==> src/rtl/lpc_host.sv <==
// lpc_host: LPC bus initiator. Runs one I/O or memory cycle per request:
// START, CYCTYPE/DIR, address, optional write data, turnaround, SYNC wait,
// optional read data, peripheral turnaround, then a one-cycle response.
// All bus outputs are registered and change together with the FSM state.
module lpc_host #(
   parameter int SYNC_TIMEOUT    = 8,
   parameter int LONG_WAIT_LIMIT = 256
) (
   input  logic        clock,
   input  logic        reset,
   input  logic        req_valid,
   output logic        req_ready,
   input  logic [3:0]  req_cyctype_dir,
   input  logic [31:0] req_addr,
   input  logic [7:0]  req_data,
   output logic        rsp_valid,
   output logic [7:0]  rsp_data,
   output logic        rsp_sync_timeout,
   output logic        rsp_sync_error,
   input  logic [3:0]  lpc_ad_in,
   output logic [3:0]  lpc_ad_out,
   output logic        lpc_ad_oe,
   output logic        lpc_frame
);

   localparam int MAXLIM = (LONG_WAIT_LIMIT > SYNC_TIMEOUT) ? LONG_WAIT_LIMIT : SYNC_TIMEOUT;
   localparam int CW     = $clog2(MAXLIM + 1);
   localparam logic [CW-1:0] C_LIM_S = CW'(SYNC_TIMEOUT);
   localparam logic [CW-1:0] C_LIM_L = CW'(LONG_WAIT_LIMIT);

   typedef enum logic [3:0] {
      S_IDLE, S_START, S_CYCTYPE, S_ADDR, S_WDATA, S_TAR1, S_TAR2,
      S_SYNC, S_RDATA, S_PTAR, S_ABORT, S_DONE
   } state_t;

   state_t        r_state;
   logic [31:0]   r_addr;      // address shift register, next nibble in [31:28]
   logic [7:0]    r_wdata;
   logic [7:0]    r_rdata;
   logic [3:0]    r_ctd;
   logic          r_mem;
   logic          r_wr;
   logic          r_err;       // peripheral answered SYNC 1010
   logic          r_long;      // long-wait nibble seen in this SYNC phase
   logic [3:0]    r_cnt;       // nibble / turnaround / abort sub-counter
   logic [CW-1:0] r_wait;      // consecutive non-ready SYNC cycles

   logic          r_ready;
   logic          r_rsp_valid;
   logic [7:0]    r_rsp_data;
   logic          r_rsp_to;
   logic          r_rsp_err;
   logic [3:0]    r_ad_out;
   logic          r_ad_oe;
   logic          r_frame;

   logic          w_unsup;
   logic          w_sync_rdy;
   logic          w_long_now;
   logic [CW-1:0] w_wait_nx;
   logic [CW-1:0] w_lim;
   logic [3:0]    w_addr_last;

   // Unsupported cyctypes: anything beyond I/O or memory, or a set reserved bit 0.
   assign w_unsup     = req_cyctype_dir[3] | req_cyctype_dir[0];
   assign w_sync_rdy  = (lpc_ad_in == 4'b0000) || (lpc_ad_in == 4'b1010);
   assign w_long_now  = r_long || (lpc_ad_in == 4'b0110);
   assign w_wait_nx   = r_wait + 1'b1;
   assign w_lim       = w_long_now ? C_LIM_L : C_LIM_S;
   assign w_addr_last = r_mem ? 4'd8 : 4'd4;

   // Cycle sequencer: state, captured request and every registered output.
   always_ff @(posedge clock) begin
      if (reset) begin
         r_state     <= S_IDLE;
         r_addr      <= '0;
         r_wdata     <= '0;
         r_rdata     <= '0;
         r_ctd       <= '0;
         r_mem       <= 1'b0;
         r_wr        <= 1'b0;
         r_err       <= 1'b0;
         r_long      <= 1'b0;
         r_cnt       <= '0;
         r_wait      <= '0;
         r_ready     <= 1'b0;
         r_rsp_valid <= 1'b0;
         r_rsp_data  <= '0;
         r_rsp_to    <= 1'b0;
         r_rsp_err   <= 1'b0;
         r_ad_out    <= 4'hF;
         r_ad_oe     <= 1'b0;
         r_frame     <= 1'b1;
      end else begin
         r_rsp_valid <= 1'b0;
         case (r_state)
            S_IDLE: begin
               r_ready <= 1'b1;
               r_frame <= 1'b1;
               r_ad_oe <= 1'b0;
               if (req_valid && r_ready) begin
                  r_ready <= 1'b0;
                  r_ctd   <= req_cyctype_dir;
                  r_mem   <= req_cyctype_dir[2];
                  r_wr    <= req_cyctype_dir[1];
                  r_wdata <= req_data;
                  r_rdata <= '0;
                  r_err   <= 1'b0;
                  // I/O addresses are pre-aligned so both widths shift out of [31:28].
                  r_addr  <= req_cyctype_dir[2] ? req_addr : {req_addr[15:0], 16'h0000};
                  if (w_unsup) begin
                     r_state     <= S_DONE;
                     r_rsp_valid <= 1'b1;
                     r_rsp_data  <= 8'h00;
                     r_rsp_to    <= 1'b0;
                     r_rsp_err   <= 1'b1;
                  end else begin
                     r_state  <= S_START;
                     r_frame  <= 1'b0;
                     r_ad_out <= 4'b0000;
                     r_ad_oe  <= 1'b1;
                  end
               end
            end
            S_START: begin
               r_state  <= S_CYCTYPE;
               r_frame  <= 1'b1;
               r_ad_out <= r_ctd;
            end
            S_CYCTYPE: begin
               r_state  <= S_ADDR;
               r_ad_out <= r_addr[31:28];
               r_addr   <= {r_addr[27:0], 4'h0};
               r_cnt    <= 4'd1;
            end
            S_ADDR: begin
               if (r_cnt != w_addr_last) begin
                  r_ad_out <= r_addr[31:28];
                  r_addr   <= {r_addr[27:0], 4'h0};
                  r_cnt    <= r_cnt + 4'd1;
               end else if (r_wr) begin
                  r_state  <= S_WDATA;
                  r_ad_out <= r_wdata[3:0];
                  r_cnt    <= 4'd0;
               end else begin
                  r_state  <= S_TAR1;
                  r_ad_out <= 4'hF;
               end
            end
            S_WDATA: begin
               if (r_cnt == 4'd0) begin
                  r_ad_out <= r_wdata[7:4];
                  r_cnt    <= 4'd1;
               end else begin
                  r_state  <= S_TAR1;
                  r_ad_out <= 4'hF;
               end
            end
            S_TAR1: begin
               r_state  <= S_TAR2;
               r_ad_oe  <= 1'b0;
               r_ad_out <= 4'hF;
               r_wait   <= '0;
               r_long   <= 1'b0;
            end
            S_TAR2: begin
               r_state <= S_SYNC;
            end
            S_SYNC: begin
               if (w_sync_rdy) begin
                  r_err   <= (lpc_ad_in == 4'b1010);
                  r_state <= r_wr ? S_PTAR : S_RDATA;
                  r_cnt   <= 4'd0;
               end else begin
                  r_long <= w_long_now;
                  r_wait <= w_wait_nx;
                  if (w_wait_nx >= w_lim) begin
                     r_state  <= S_ABORT;
                     r_frame  <= 1'b0;
                     r_ad_out <= 4'hF;
                     r_ad_oe  <= 1'b1;
                     r_cnt    <= 4'd1;
                  end
               end
            end
            S_RDATA: begin
               if (r_cnt == 4'd0) begin
                  r_rdata[3:0] <= lpc_ad_in;
                  r_cnt        <= 4'd1;
               end else begin
                  r_rdata[7:4] <= lpc_ad_in;
                  r_state      <= S_PTAR;
                  r_cnt        <= 4'd0;
               end
            end
            S_PTAR: begin
               if (r_cnt == 4'd0) begin
                  r_cnt <= 4'd1;
               end else begin
                  r_state     <= S_DONE;
                  r_rsp_valid <= 1'b1;
                  r_rsp_data  <= r_wr ? 8'h00 : r_rdata;
                  r_rsp_to    <= 1'b0;
                  r_rsp_err   <= r_err;
               end
            end
            S_ABORT: begin
               if (r_cnt != 4'd4) begin
                  r_cnt <= r_cnt + 4'd1;
               end else begin
                  r_state     <= S_DONE;
                  r_frame     <= 1'b1;
                  r_ad_oe     <= 1'b0;
                  r_rsp_valid <= 1'b1;
                  r_rsp_data  <= 8'hFF;
                  r_rsp_to    <= 1'b1;
                  r_rsp_err   <= 1'b0;
               end
            end
            S_DONE: begin
               r_state <= S_IDLE;
               r_ready <= 1'b1;
            end
            default: begin
               r_state <= S_IDLE;
            end
         endcase
      end
   end

   assign req_ready        = r_ready;
   assign rsp_valid        = r_rsp_valid;
   assign rsp_data         = r_rsp_data;
   assign rsp_sync_timeout = r_rsp_to;
   assign rsp_sync_error   = r_rsp_err;
   assign lpc_ad_out       = r_ad_out;
   assign lpc_ad_oe        = r_ad_oe;
   assign lpc_frame        = r_frame;

endmodule

==> config.mk <==
export PLATFORM = sky130hd
export DESIGN_NAME = lpc_host
export DESIGN_NICKNAME = d
export VERILOG_FILES = /design/src/rtl/lpc_host.sv
export SDC_FILE = /design/constraint.sdc
export NUM_CORES = 1
export LEC_CHECK = 0
export BUFFER_PORTS_ARGS = -buffer_cell sky130_fd_sc_hd__buf_2
export CORE_MARGIN = 3
export CORE_UTILIZATION = 50
export DETAILED_ROUTE_END_ITERATION = 10
export PLACE_DENSITY = 0.71
export SLEW_MARGIN = 30
export SYNTH_ARGS = -nofsm -noshare
export SYNTH_HDL_FRONTEND = slang
export SYNTH_SLANG_ARGS = --single-unit
export TNS_END_PERCENT = 30
==> constraint.sdc <==
create_clock -name clock -period 4.04 [get_ports clock]
set_clock_uncertainty 0.1 [all_clocks]
set_input_delay 1.01 -clock clock [delete_from_list [all_inputs] [get_ports clock]]
set_output_delay 1.01 -clock clock [all_outputs]
set_load 0.05 [all_outputs]
==> impl_metrics.yaml <==
sta:
  final_hold_viol_count: 0
  final.setup.worst_slack_ns: 0.677
  fin_crit_ns: 3.36
  setup_viol: 0
  rsz0062_at_grt: "no"
  maxSlewViolCount: 0
  slew_headroom_pct: 49.1
  fmax_mhz: 297
  fin_crit_sh_pct: 83.3
  worst_pin_slew_ns: 0.763
  fin_tns_setup_ns: 0
pwr:
  power_density_mw_per_mm2: 630
  vdd_ir_drop_max_v: 0.000449
  p_total_w: 0.00346
  power.leakage_nw: 2.15
clocking:
  postCtsSetupBuffers: 0
  clkSinkCount: 89
  clock_path_buffers: 2
  clkTransAtPathRegs_ns: 0.09
  cts_hold_buf: 0
  h-tree-depth: 3
  insertion_delay_ns: 0.35
  cts_tree: "yes"
  post_cts_resized: 0
  numCtsBuffers: 9
  cts_root_buf: "clkbuf_8"
yosys:
  synth_xor_area_share_pct: 0.716
  syn-cell-area_mm2: 0.00489
  synth_cells: 634
  synth_compound_area_share_pct: 24.6
  yosysSeqAreaShare_pct: 36.4
  syn-num-nets: 690
  synthArstFlopShare_pct: 0
  synth_top_family_by_area: "simple AND/OR/NAND/NOR gates"
  yosysWarnings: 0
  synth_edf_count: 0
  synth_cell_types: 61
  synth-seq-cells: 89
  synth_top_flop_cell: "dfxtp_1"
  synth-simple-area-share_pct: 25.3
  synthMuxAreaShare_pct: 6.78
  syn-mean-instance-area_um2: 7.72
  synth_fa_ha_area_share_pct: 1.28
die:
  die_h_um: 105
  num_rows: 35
  ioPinCount: 69
  die_w_um: 105
  start_util_pct: 52.2
  dieArea_mm2: 0.0110
  core_area_mm2: 0.00937
routing:
  drtIter0Drc: 373
  drt-pass1-iter-count: 5
  wl_per_cell_um: 15.7
  via_count: 4816
  post-route-drc-count: 0
  wl_mm: 12.7
  antenna_left: 0
  via_per_inst: 5.95
global_route:
  grt_pass1_wl_mm: 21.1
  grt_antenna_before_repair: 0
  grt_max_degree: 68
  overflow: 0
  track_usage_pct: 22.8
  grt_pass1_vias: 4392
placement:
  dpl.hpwl_mm: 8.70
  preCtsSetupSlack_ns: 0.313
  globalplace.congestion: 0.910
  placed_area_mm2: 0.00529
  io_buffers: 68
critical_path:
  worst-r2r-setup-slack_ns: 1.14
  crit_type: "in -> reg"
  r2r-start: "r_wait[2]"
  reg2reg_to: "lpc_ad_out[0]"
  r2r_cells: 9
  end_kind: "flop"
  startpoint_type: "primary input"
  cp_max_fo: 6
  arrival_ns: 3.55
  cp.required_ns: 4.22
finish:
  mostFrequentLayoutCells: "nand2_1, dfxtp_1, a21oi_1, buf_2, nor2_1"
  area_growth_pct: 12.1
  fillers: 911
  final_common_cell: "nand2_1"
  finalInstanceArea_mm2: 0.00549
  multiInputGateArea_mm2: 0.00288
  fin_util_pct: 58.6
  diodes: 0
  drive_gt1_share_pct: 17.3
  nets: 732
  register_area_mm2: 0.00178
outcome:
  status: "finished clean"
worst_hold_path:
  hp-class: "reg -> reg"
  hold_end: "r_ctd[3]"
  worstHoldPathCells: 2
  holdCritStartpoint: "r_ctd[3]"
flow_run:
  maxCapViolCount: 0
-- final cells by class --
type	count	area share, %
Inverter	10	0.684
Tap cell	129	2.94
Timing Repair Buffer	81	8.03
Multi-Input combinational cell	485	52.4
Clock inverter	5	1.03
Sequential cell	89	32.5
Clock buffer	11	2.39
-- power by group --
group / total, W / internal [W] / switching [W]
sequential: 0.00125 / 0.00108 / 0.000173
clock: 0.000601 / 0.000286 / 0.000316
combinational: 0.00160 / 0.000539 / 0.00106
total: 0.00346 / 0.00190 / 0.00155
-- worst max-delay path: stages --
cell	delay [ns]
buf_2	0.14
nor2_1	0.05
a31oi_1	0.32
ha_1	0.31
or2_2	0.27
a31oi_1	0.21
o221ai_2	0.17
a211oi_1	0.46
or3_1	0.35
mux2i_1	0.24
-- per-layer routing --
metal	wire (µm)	up-vias	share of wire (%)	track usage, %
li1	-	2350	-	-
met1	5780	2248	45	31.6
met2	5770	188	45	35.5
met3	862	30	6.8	4.26
met4	295	0	2.3	8.06
met5	0	-	0	0
-- worst max path at each step --
stage	depth (start not counted)	startpoint	endpoint
after global placement	10	lpc_ad_in[3]	lpc_ad_out[1]
final	10	lpc_ad_in[3]	lpc_ad_out[0]
after floorplan	10	lpc_ad_in[0]	rsp_data[0]
after global routing	10	lpc_ad_in[3]	lpc_ad_out[1]
after detailed placement	10	lpc_ad_in[3]	lpc_ad_out[0]
after CTS	10	lpc_ad_in[3]	lpc_ad_out[0]
-- per-stage QoR --
| step | hold WS (ns) | std cells |
|---|---|---|
| after floorplan | 0.332 | 634 |
| after global placement | 0.338 | 794 |
| after detailed placement | 0.345 | 794 |
| final | 0.356 | 810 |
| after CTS | 0.358 | 810 |
| after global routing | 0.380 | 810 |
-- cell usage after synthesis, types with 5 or more instances --
master      n  area, µm²
a311oi_1   14        123
a2111oi_0   5       43.8
a21oi_1    86        430
or3_1       5       31.3
nor3b_1     6       45.0
nand3_1    29        145
nand4_1     7       43.8
nor2_1     61        229
mux2i_1    20        200
a31oi_1     5       31.3
o211ai_1   18        135
clkbuf_1   40        150
ha_1        5       62.6
dfxtp_1    89       1780
mux2_4      8        120
nand2_1    96        360
nor3_1     12       60.1
o21ai_0    17       85.1
nor2b_1    21        131
inv_1      10       37.5
a22oi_1     5       37.5
and2_1      6       37.5
-- registers in the layout, indices dropped and copies added, names as in the netlist, 4 cells and up --
| signal | count |
|---|---|
| r_state | 4 |
| r_wdata | 8 |
| lpc_ad_out | 4 |
| r_ctd | 4 |
| rsp_data | 8 |
| r_addr | 32 |
| r_rdata | 8 |
| r_cnt | 4 |
| r_wait | 9 |
-- cell families (layout without fill, tap and decap cells) --
kind of cell	count (synthesis)	after routing
buffers and inverters	60	107
and+or+nand+nor	263	263
AOI/OAI and AO/OA	184	184
adders and majority gates	5	5
muxes	29	29
xor gates and xnor gates	4	4
DFF	89	89
(Power assumes the default switching activity.)
